==> src/rtl/bin_bcd_scan.sv <==
// Binary-to-BCD converter (sequential double-dabble) feeding a 4-digit
// multiplexed display scanner with leading-zero blanking and overflow blanking.
module bin_bcd_scan #(
  parameter int unsigned SCAN_DIV = 100000,
  parameter bit          BLANK_LZ = 1'b1
) (
  input  logic        CLK,
  input  logic        RST_N,
  input  logic        LOAD,
  input  logic [13:0] BIN,
  output logic        BUSY,
  output logic        OVF,
  output logic        CE,
  output logic [3:0]  BCD,
  output logic [3:0]  AN
);

  localparam int unsigned    PW      = $clog2(SCAN_DIV);
  localparam logic [PW-1:0]  PRE_MAX = PW'(SCAN_DIV - 1);

  typedef enum logic [1:0] {IDLE, SHIFT, COMMIT} state_t;

  state_t      state, state_nx;
  logic [13:0] bin_sr;
  logic [15:0] bcd_sr;
  logic [15:0] bcd_adj;
  logic [3:0]  iter;
  logic        ovf_pend;
  logic [15:0] disp;
  logic [PW-1:0] pre;
  logic [1:0]  idx;
  logic [1:0]  idx_nx;
  logic [1:0]  sel;
  logic [3:0]  code [4];
  logic        zero_hi;

  always_ff @(posedge CLK or negedge RST_N) begin
    if (!RST_N) state <= IDLE;
    else        state <= state_nx;
  end

  always_comb begin
    state_nx = state;
    case (state)
      IDLE:    if (LOAD) state_nx = SHIFT;
      SHIFT:   if (iter == 4'd13) state_nx = COMMIT;
      COMMIT:  state_nx = IDLE;
      default: state_nx = IDLE;
    endcase
  end

  assign BUSY = (state != IDLE);

  always_comb begin
    bcd_adj = bcd_sr;
    for (int unsigned i = 0; i < 4; i++) begin
      if (bcd_sr[4*i +: 4] >= 4'd5) bcd_adj[4*i +: 4] = bcd_sr[4*i +: 4] + 4'd3;
    end
  end

  // Overflowed results are dropped; the display keeps its last legal value
  // and OVF alone forces every digit blank.
  always_ff @(posedge CLK or negedge RST_N) begin
    if (!RST_N) begin
      bin_sr   <= '0;
      bcd_sr   <= '0;
      iter     <= '0;
      ovf_pend <= 1'b0;
      disp     <= '0;
      OVF      <= 1'b0;
    end else begin
      case (state)
        IDLE: if (LOAD) begin
          bin_sr   <= BIN;
          bcd_sr   <= '0;
          iter     <= '0;
          ovf_pend <= (BIN > 14'd9999);
        end
        SHIFT: begin
          {bcd_sr, bin_sr} <= {bcd_adj[14:0], bin_sr, 1'b0};
          iter             <= iter + 4'd1;
        end
        COMMIT: begin
          OVF <= ovf_pend;
          if (!ovf_pend) disp <= bcd_sr;
        end
        default: ;
      endcase
    end
  end

  assign CE     = (pre == PRE_MAX);
  assign idx_nx = CE ? idx + 2'd1 : idx;
  assign sel    = idx_nx + 2'd1;

  always_comb begin
    zero_hi = 1'b1;
    for (int unsigned n = 0; n < 4; n++) code[n] = disp[4*n +: 4];
    for (int unsigned i = 0; i < 3; i++) begin
      zero_hi = zero_hi && (disp[4*(3-i) +: 4] == 4'd0);
      if (BLANK_LZ && zero_hi) code[3-i] = 4'hF;
    end
    if (OVF) begin
      for (int unsigned n = 0; n < 4; n++) code[n] = 4'hF;
    end
  end

  // BCD always runs one digit ahead of AN so the decoder latches the digit
  // that AN selects at the same CE edge.
  always_ff @(posedge CLK or negedge RST_N) begin
    if (!RST_N) begin
      pre <= '0;
      idx <= '0;
      AN  <= '1;
      BCD <= '1;
    end else begin
      pre <= CE ? '0 : pre + PW'(1);
      BCD <= code[sel];
      if (CE) begin
        idx <= idx_nx;
        AN  <= ~(4'b0001 << idx_nx);
      end
    end
  end

endmodule

==> config.mk <==
export PLATFORM = sky130hd
export DESIGN_NAME = bin_bcd_scan
export DESIGN_NICKNAME = d
export VERILOG_FILES = /design/src/rtl/bin_bcd_scan.sv
export SDC_FILE = /design/constraint.sdc
export NUM_CORES = 1
export LEC_CHECK = 0
export CORE_MARGIN = 2
export CORE_UTILIZATION = 35
export DETAILED_ROUTE_END_ITERATION = 12
export PLACE_DENSITY = 0.55
export SYNTH_ARGS = -nofsm -noshare
export SYNTH_HDL_FRONTEND = slang
export SYNTH_SLANG_ARGS = --single-unit
==> constraint.sdc <==
create_clock -name CLK -period 3.5 [get_ports CLK]
set_clock_uncertainty 0.1 [all_clocks]
set_input_delay 0.35 -clock CLK [delete_from_list [all_inputs] [get_ports CLK]]
set_output_delay 0.35 -clock CLK [all_outputs]
set_load 0.05 [all_outputs]
; ---- Yosys cells after proc, flatten, opt, wreduce, memory -nomap -nowiden
; Index checks and enable logic that the tools add are counted.
[word_totals]
regBits = 81
inputBits = 17
output_inout_bits = 11
word_cells = 69
[op_classes]
addsub = 8
magnitude_cmp = 6
n_eq_ne = 6
n_shift = 1
mux = 22
bitwise_logic = 3
n_reduce_logical = 12
[ops]
columns = cell, n
row1 = $mux 4, 9
row2 = $mux 16, 2
row3 = $pmux 16 s2, 1
row4 = $pmux 14 s2, 1
row5 = $add 17x1->17 const B, 1
row6 = $eq 17x17->1 const B, 1
row7 = $mux 17, 1
row8 = $ge 4x3->1 const B, 4
row9 = $gt 14x14->1 const B, 1
row10 = $mux 14, 1
row11 = $add 4x2->4 const B, 3
row12 = $logic_not 4->1, 3
row13 = $bmux 4 s2, 1
row14 = $pmux 4 s2, 1
row15 = $reduce_and 2->1, 4
row16 = $mux 2, 3
row17 = $add 2x1->2 const B, 2
row18 = $add 4x1->4 const B, 1
row19 = $eq 4x4->1 const B, 1
row20 = $ne 2x2->1 const B, 2
row21 = $not 4->4, 1
row22 = $pmux 2 s2, 1
row23 = $reduce_bool 2->1, 2
row24 = $shl 1x2->4 const A, 1
row25 = 9 further kinds, 10

; ---- Longest topological paths before layout
[logic_depth]
ltp_word = 8
depth_mapped = 9

; ---- Least setup slack after synthesis
; No wires, ideal clock.
[synth_path]
path_kind = register to register
start = register pre[5]
end = register BCD[0]
setup_time_ps = 96
arrival_ps = 2838
required_time_ps = 3304
path_slack_ps = 466
path_stages_with_launch = 8
path_buffers = 2
path_cell_list = dfrtp_1 > or4_4 > nor4_4 > xnor2_2 > buf_6 > ha_1 > buf_1 > o32ai_1
[synth_via]
elab_chain_cells = 7
[synth_rtl]
columns = item, line_no
row1 = from (decl), 30  ; logic [PW-1:0] pre;
row2 = from (signal assigned), 117  ; pre <= CE ? '0 : pre + PW'(1);
row3 = $eq 17x17->1, 92  ; assign CE = (pre == PRE_MAX);
row4 = named net CE, 13  ; output logic CE,
row5 = $mux 2, 93  ; assign idx_nx = CE ? idx + 2'd1 : idx;
row6 = $add 2x1->2, 94  ; assign sel = idx_nx + 2'd1;
row7 = $not 2->3 (implied by the code), 118  ; BCD <= code[sel];
row8 = $bmux 4 s2, 118
row9 = $mux 4 (implied by the code) (2 in series), 118
row10 = to (signal assigned), 118
row11 = to (decl), 14  ; output logic [3:0] BCD,
; The timed path passes the listed nets, and every way through them passes these cells. The select of a mux whose other input is x is not followed.
; A chain may end at the register's enable or synchronous reset.

; ---- Worst setup path after layout
[layout_path]
start = register pre[13]
end = output port CE
[layout_via]
elab_chain_cells = 1
[layout_rtl]
columns = item, line_no
row1 = $eq 17x17->1, 92
row2 = to (decl), 13
; No other way between the ends.

==> metrics.txt <==
# TYPE chip_impl_metric gauge
chip_impl_metric{name="hpwlAfterDp",unit="mm"} 4.95
chip_impl_metric{name="synth_seq_area_share",unit=""} 0.535
chip_impl_metric{name="power_leakage",unit="nW"} 1.88
chip_impl_metric{name="clk_latency",unit="ns"} 0.35
chip_impl_info{name="tritoncts_clock_tree",value="yes"} 1
chip_impl_metric{name="wl_met2",unit="mm"} 3.47
chip_impl_metric{name="synth_xor_area_frac",unit=""} 0.0595
chip_impl_metric{name="viasPerCell",unit=""} 5.09
chip_impl_metric{name="fmaxAchievable",unit="GHz"} 0.330
chip_impl_metric{name="core",unit="µm²"} 10700
chip_impl_metric{name="dieWidth",unit="µm"} 108
chip_impl_metric{name="drt-wirelength-per-cell",unit="µm"} 13.9
chip_impl_info{name="routed.top_layer",value="met4"} 1
chip_impl_metric{name="start_util",unit=""} 0.354
chip_impl_metric{name="design.final.nets",unit=""} 413
chip_impl_metric{name="tritoncts_num_sinks",unit=""} 81
chip_impl_info{name="synth_top_family_by_area",value="simple AND/OR/NAND/NOR gates"} 1
chip_impl_metric{name="dp_worst_setup_slack",unit="ns"} 0.832
chip_impl_metric{name="fin_setup_tns",unit="ns"} 0
chip_impl_metric{name="fin_crit_sh",unit=""} 0.866
chip_impl_metric{name="worst-endpoint-arrival",unit="ns"} 2.58
chip_impl_metric{name="setup_ws",unit="ns"} 0.469
chip_impl_metric{name="drcViolationCount",unit=""} 0
chip_impl_metric{name="synth-compound-area-share",unit=""} 0.109
chip_impl_metric{name="mapped_nets",unit=""} 386
chip_impl_metric{name="postSynth.asyncResetShare",unit=""} 1.00
chip_impl_info{name="crit_path_cell_trace",value="or4bb_1, nor4_4, clkdlybuf4s50_1"} 1
chip_impl_metric{name="drv_slew",unit=""} 0
chip_impl_metric{name="synth_mux_area_frac",unit=""} 0.0529
chip_impl_metric{name="floorplan.io_pins",unit=""} 28
chip_impl_metric{name="synth-edff-count",unit=""} 0
chip_impl_metric{name="diodes",unit=""} 0
chip_impl_metric{name="critical_path_peak_fanout",unit=""} 4
chip_impl_metric{name="postSynthRegisterBits",unit=""} 81
chip_impl_metric{name="synth-adder-area-share",unit=""} 0.0395
chip_impl_metric{name="worst-slew-pin-transition",unit="ns"} 1.02
chip_impl_metric{name="post_cts.resized_instances",unit=""} 0
chip_impl_metric{name="clockBufferDepth",unit=""} 2
chip_impl_metric{name="postSynthCellCount",unit=""} 357
chip_impl_metric{name="grt_use_total",unit=""} 0.138
chip_impl_info{name="crit_path_top_delay_cell",value="sky130_fd_sc_hd__clkdlybuf4s50_1"} 1
chip_impl_metric{name="routed_metal_1_wire_length",unit="mm"} 3.59
chip_impl_info{name="yosys_most_used_dff",value="sky130_fd_sc_hd__dfrtp_1"} 1
chip_impl_metric{name="buffer_ports.inserted",unit=""} 27
chip_impl_metric{name="max_cap_violations",unit=""} 0
chip_impl_info{name="timing.critical_path.to_type",value="output port"} 1
chip_impl_metric{name="timing.final.setup_violations",unit=""} 0
chip_impl_metric{name="drt_first_iter_violations",unit=""} 92
chip_impl_metric{name="hold_buffers",unit=""} 0
chip_impl_metric{name="global_route.overflow_total",unit=""} 0
chip_impl_metric{name="syn-cell-area",unit="µm²"} 3800
chip_impl_info{name="grt_setup_unrepaired",value="false"} 1
chip_impl_info{name="setup.worst_path.start_class",value="register"} 1
chip_impl_metric{name="grt_start_max_net_pins",unit=""} 82
chip_impl_metric{name="critical-path-max-stage-delay",unit="ns"} 0.87
chip_impl_metric{name="synth.lib_cells_used.distinct",unit=""} 41
chip_impl_metric{name="grt_pass1_vias",unit=""} 2684
chip_impl_metric{name="number_of_antenna_violating_nets_in_the_routed_design",unit=""} 0
chip_impl_info{name="crit_family",value="simple AND/OR/NAND/NOR gates"} 1
chip_impl_metric{name="critPathRequiredTime",unit="ns"} 3.05
chip_impl_metric{name="wl_met3",unit="µm"} 225
chip_impl_metric{name="dr.pass1.iters",unit=""} 4
chip_impl_metric{name="cellPowerDensity",unit="nW/µm²"} 751
chip_impl_info{name="outcome",value="completed"} 1
chip_impl_metric{name="post-cts-setup-buffers",unit=""} 0
chip_impl_metric{name="ctsHtreeMaxLevel",unit=""} 3
chip_impl_metric{name="synth.avg_cell_area",unit="µm²"} 10.7
chip_impl_metric{name="worst-path-buf-inv",unit=""} 1
chip_impl_metric{name="drive_above_1_share",unit=""} 0.129
chip_impl_metric{name="dieHeight",unit="µm"} 108
chip_impl_metric{name="fin_hold_ws",unit="ns"} 0.0573
chip_impl_metric{name="std_cell_rows",unit=""} 38
chip_impl_info{name="setup.worst_path.class",value="reg -> out"} 1
chip_impl_metric{name="overall_routed_net_length",unit="mm"} 7.37
chip_impl_metric{name="min_period",unit="ns"} 3.03
chip_impl_metric{name="hold_viol_final",unit=""} 0
chip_impl_metric{name="initial_antenna_violation_count",unit=""} 0
chip_impl_metric{name="ir_worst_vdd",unit="mV"} 0.558
chip_impl_metric{name="slew_margin_rel",unit=""} 0.320
chip_impl_metric{name="total_number_of_vias",unit=""} 2693
chip_impl_metric{name="path_clk_slew",unit="ns"} 0.09
chip_impl_info{name="worst_hold_path_type",value="in -> async"} 1
chip_impl_metric{name="dieArea",unit="µm²"} 11700
chip_impl_metric{name="cts_made_buffers",unit=""} 9
chip_impl_metric{name="grt_pass1_wl",unit="mm"} 12.6
chip_impl_metric{name="synth_simple_gate_area_frac",unit=""} 0.172
chip_impl_metric{name="yosysWarningCount",unit=""} 0
chip_impl_metric{name="final_weighted_congestion_in_routability_driven_placement",unit=""} 0.767
chip_impl_metric{name="area_added_between_synthesis_and_finish",unit="%"} 17.2
chip_impl_info{name="cts_root_buf",value="sky130_fd_sc_hd__clkbuf_8"} 1
## Yosys cell counts, types with 2 or more instances
library cell	count	area, µm²
sky130_fd_sc_hd__nand2b_1	6	37.5
sky130_fd_sc_hd__nor3_1	6	30.0
sky130_fd_sc_hd__o22ai_1	12	75.1
sky130_fd_sc_hd__nor4_1	4	25.0
sky130_fd_sc_hd__xor2_1	12	105
sky130_fd_sc_hd__nor2_1	46	173
sky130_fd_sc_hd__nor2b_1	4	25.0
sky130_fd_sc_hd__a31oi_1	2	12.5
sky130_fd_sc_hd__or4_1	2	15.0
sky130_fd_sc_hd__o31ai_1	8	60.1
sky130_fd_sc_hd__mux2_2	17	191
sky130_fd_sc_hd__buf_1	3	11.3
sky130_fd_sc_hd__clkbuf_1	11	41.3
sky130_fd_sc_hd__a32o_1	4	40.0
sky130_fd_sc_hd__ha_1	12	150
sky130_fd_sc_hd__o32ai_1	7	61.3
sky130_fd_sc_hd__nor3b_1	8	60.1
sky130_fd_sc_hd__dfstp_2	8	210
sky130_fd_sc_hd__nand2_1	18	67.6
sky130_fd_sc_hd__nor4_4	2	42.5
sky130_fd_sc_hd__inv_1	14	52.6
sky130_fd_sc_hd__nand4_1	3	18.8
sky130_fd_sc_hd__xnor2_1	12	105
sky130_fd_sc_hd__o21ai_0	17	85.1
sky130_fd_sc_hd__dfrtp_1	73	1830
sky130_fd_sc_hd__nand3_1	22	110
sky130_fd_sc_hd__a21oi_1	10	50.1
## layer usage
metal  vias to the layer above  GRT usage
li1                       1317          -
met1                      1324      0.169
met2                        44      0.235
met3                         8     0.0380
met4                         0     0.0449
met5                         -          0
## sequential cells by signal, indices dropped and copies added, names as in the netlist
signal    count
AN            4
BCD           4
OVF           1
bcd_sr       16
bin_sr       14
disp         16
idx           2
iter          4
ovf_pend      1
pre          17
state         2
## cell type report
type                            count  area, µm²
Multi-Input combinational cell    246       1650
Fill cell                        1090       6290
Sequential cell                    81       2040
Timing Repair Buffer               31        298
Clock inverter                      5        103
Clock buffer                       11        141
Tap cell                          140        175
Inverter                           15       56.3
## path summary, 6_finish.rpt
| check | start | end | depth (start not counted) | slack [ns] |
|---|---|---|---|---|
| worst max-delay path | pre[13] | CE | 3 | 0.47 |
| worst min-delay path | RST_N | pre[2] | 1 | 0.06 |
| worst max register to register | pre[13] | BCD[1] | 5 | 0.84 |
| worst min register to register | AN[2] | AN[2] | 2 | 0.38 |
| max in group asynchronous | RST_N | disp[10] | 1 | 2.58 |
| min in group CLK | AN[2] | AN[2] | 2 | 0.38 |
## kinds of logic after synthesis
logic type	count (synthesis)
flip-flops	81
XOR/XNOR	25
AO/OA/AOI/OAI	64
multiplexers	18
adder cells (fa/ha/maj)	12
buffers and inverters	30
AND/OR/NAND/NOR	127
## cells in the final DEF, fill, tap and decap left out, drive strengths merged, types with 4 or more instances in the layout
cell | Yosys | routed
nor2 | 46 | 46
a32o | 4 | 4
dfstp | 8 | 8
a21oi | 10 | 10
o31ai | 8 | 8
nand2b | 6 | 6
o21ai | 17 | 17
inv | 15 | 15
nor2b | 4 | 4
nor3 | 6 | 6
nor4 | 6 | 6
nand2 | 18 | 18
mux2 | 17 | 17
nor3b | 8 | 8
dfrtp | 73 | 73
nand3 | 22 | 22
ha | 12 | 12
o22ai | 12 | 12
clkbuf | 11 | 11
xnor2 | 13 | 13
xor2 | 12 | 12
buf | 4 | 5
clkdlybuf4s50 | 0 | 26
o32ai | 7 | 7
## through the flow
step | instance area [µm²] | power, mW | std cells | utilization
5_1_grt | 4460 | 3.61 | 529 | 0.415
3_3_place_gp | 4210 | 2.53 | 513 | 0.392
2_1_floorplan | 3800 | 2.24 | 357 | -
6_report | 4460 | 3.35 | 529 | 0.415
3_5_place_dp | 4210 | 2.56 | 513 | 0.392
4_1_cts | 4460 | 3.40 | 529 | 0.415
## worst reg2reg max path: cells and delay by family (launching register included)
family / cells / cell delay, ns
AOI/OAI and AO/OA: 1 / 0.34
xor gates and xnor gates: 1 / 0.32
adders and majority gates: 1 / 0.43
DFF: 1 / 0.42
and+or+nand+nor: 2 / 0.94
## power by group
part / switching [mW] / internal, mW
sequential: 0.224 / 1.22
combinational: 0.621 / 0.455
clock: 0.337 / 0.493
No activity file was read; power rests on OpenSTA's default activity.
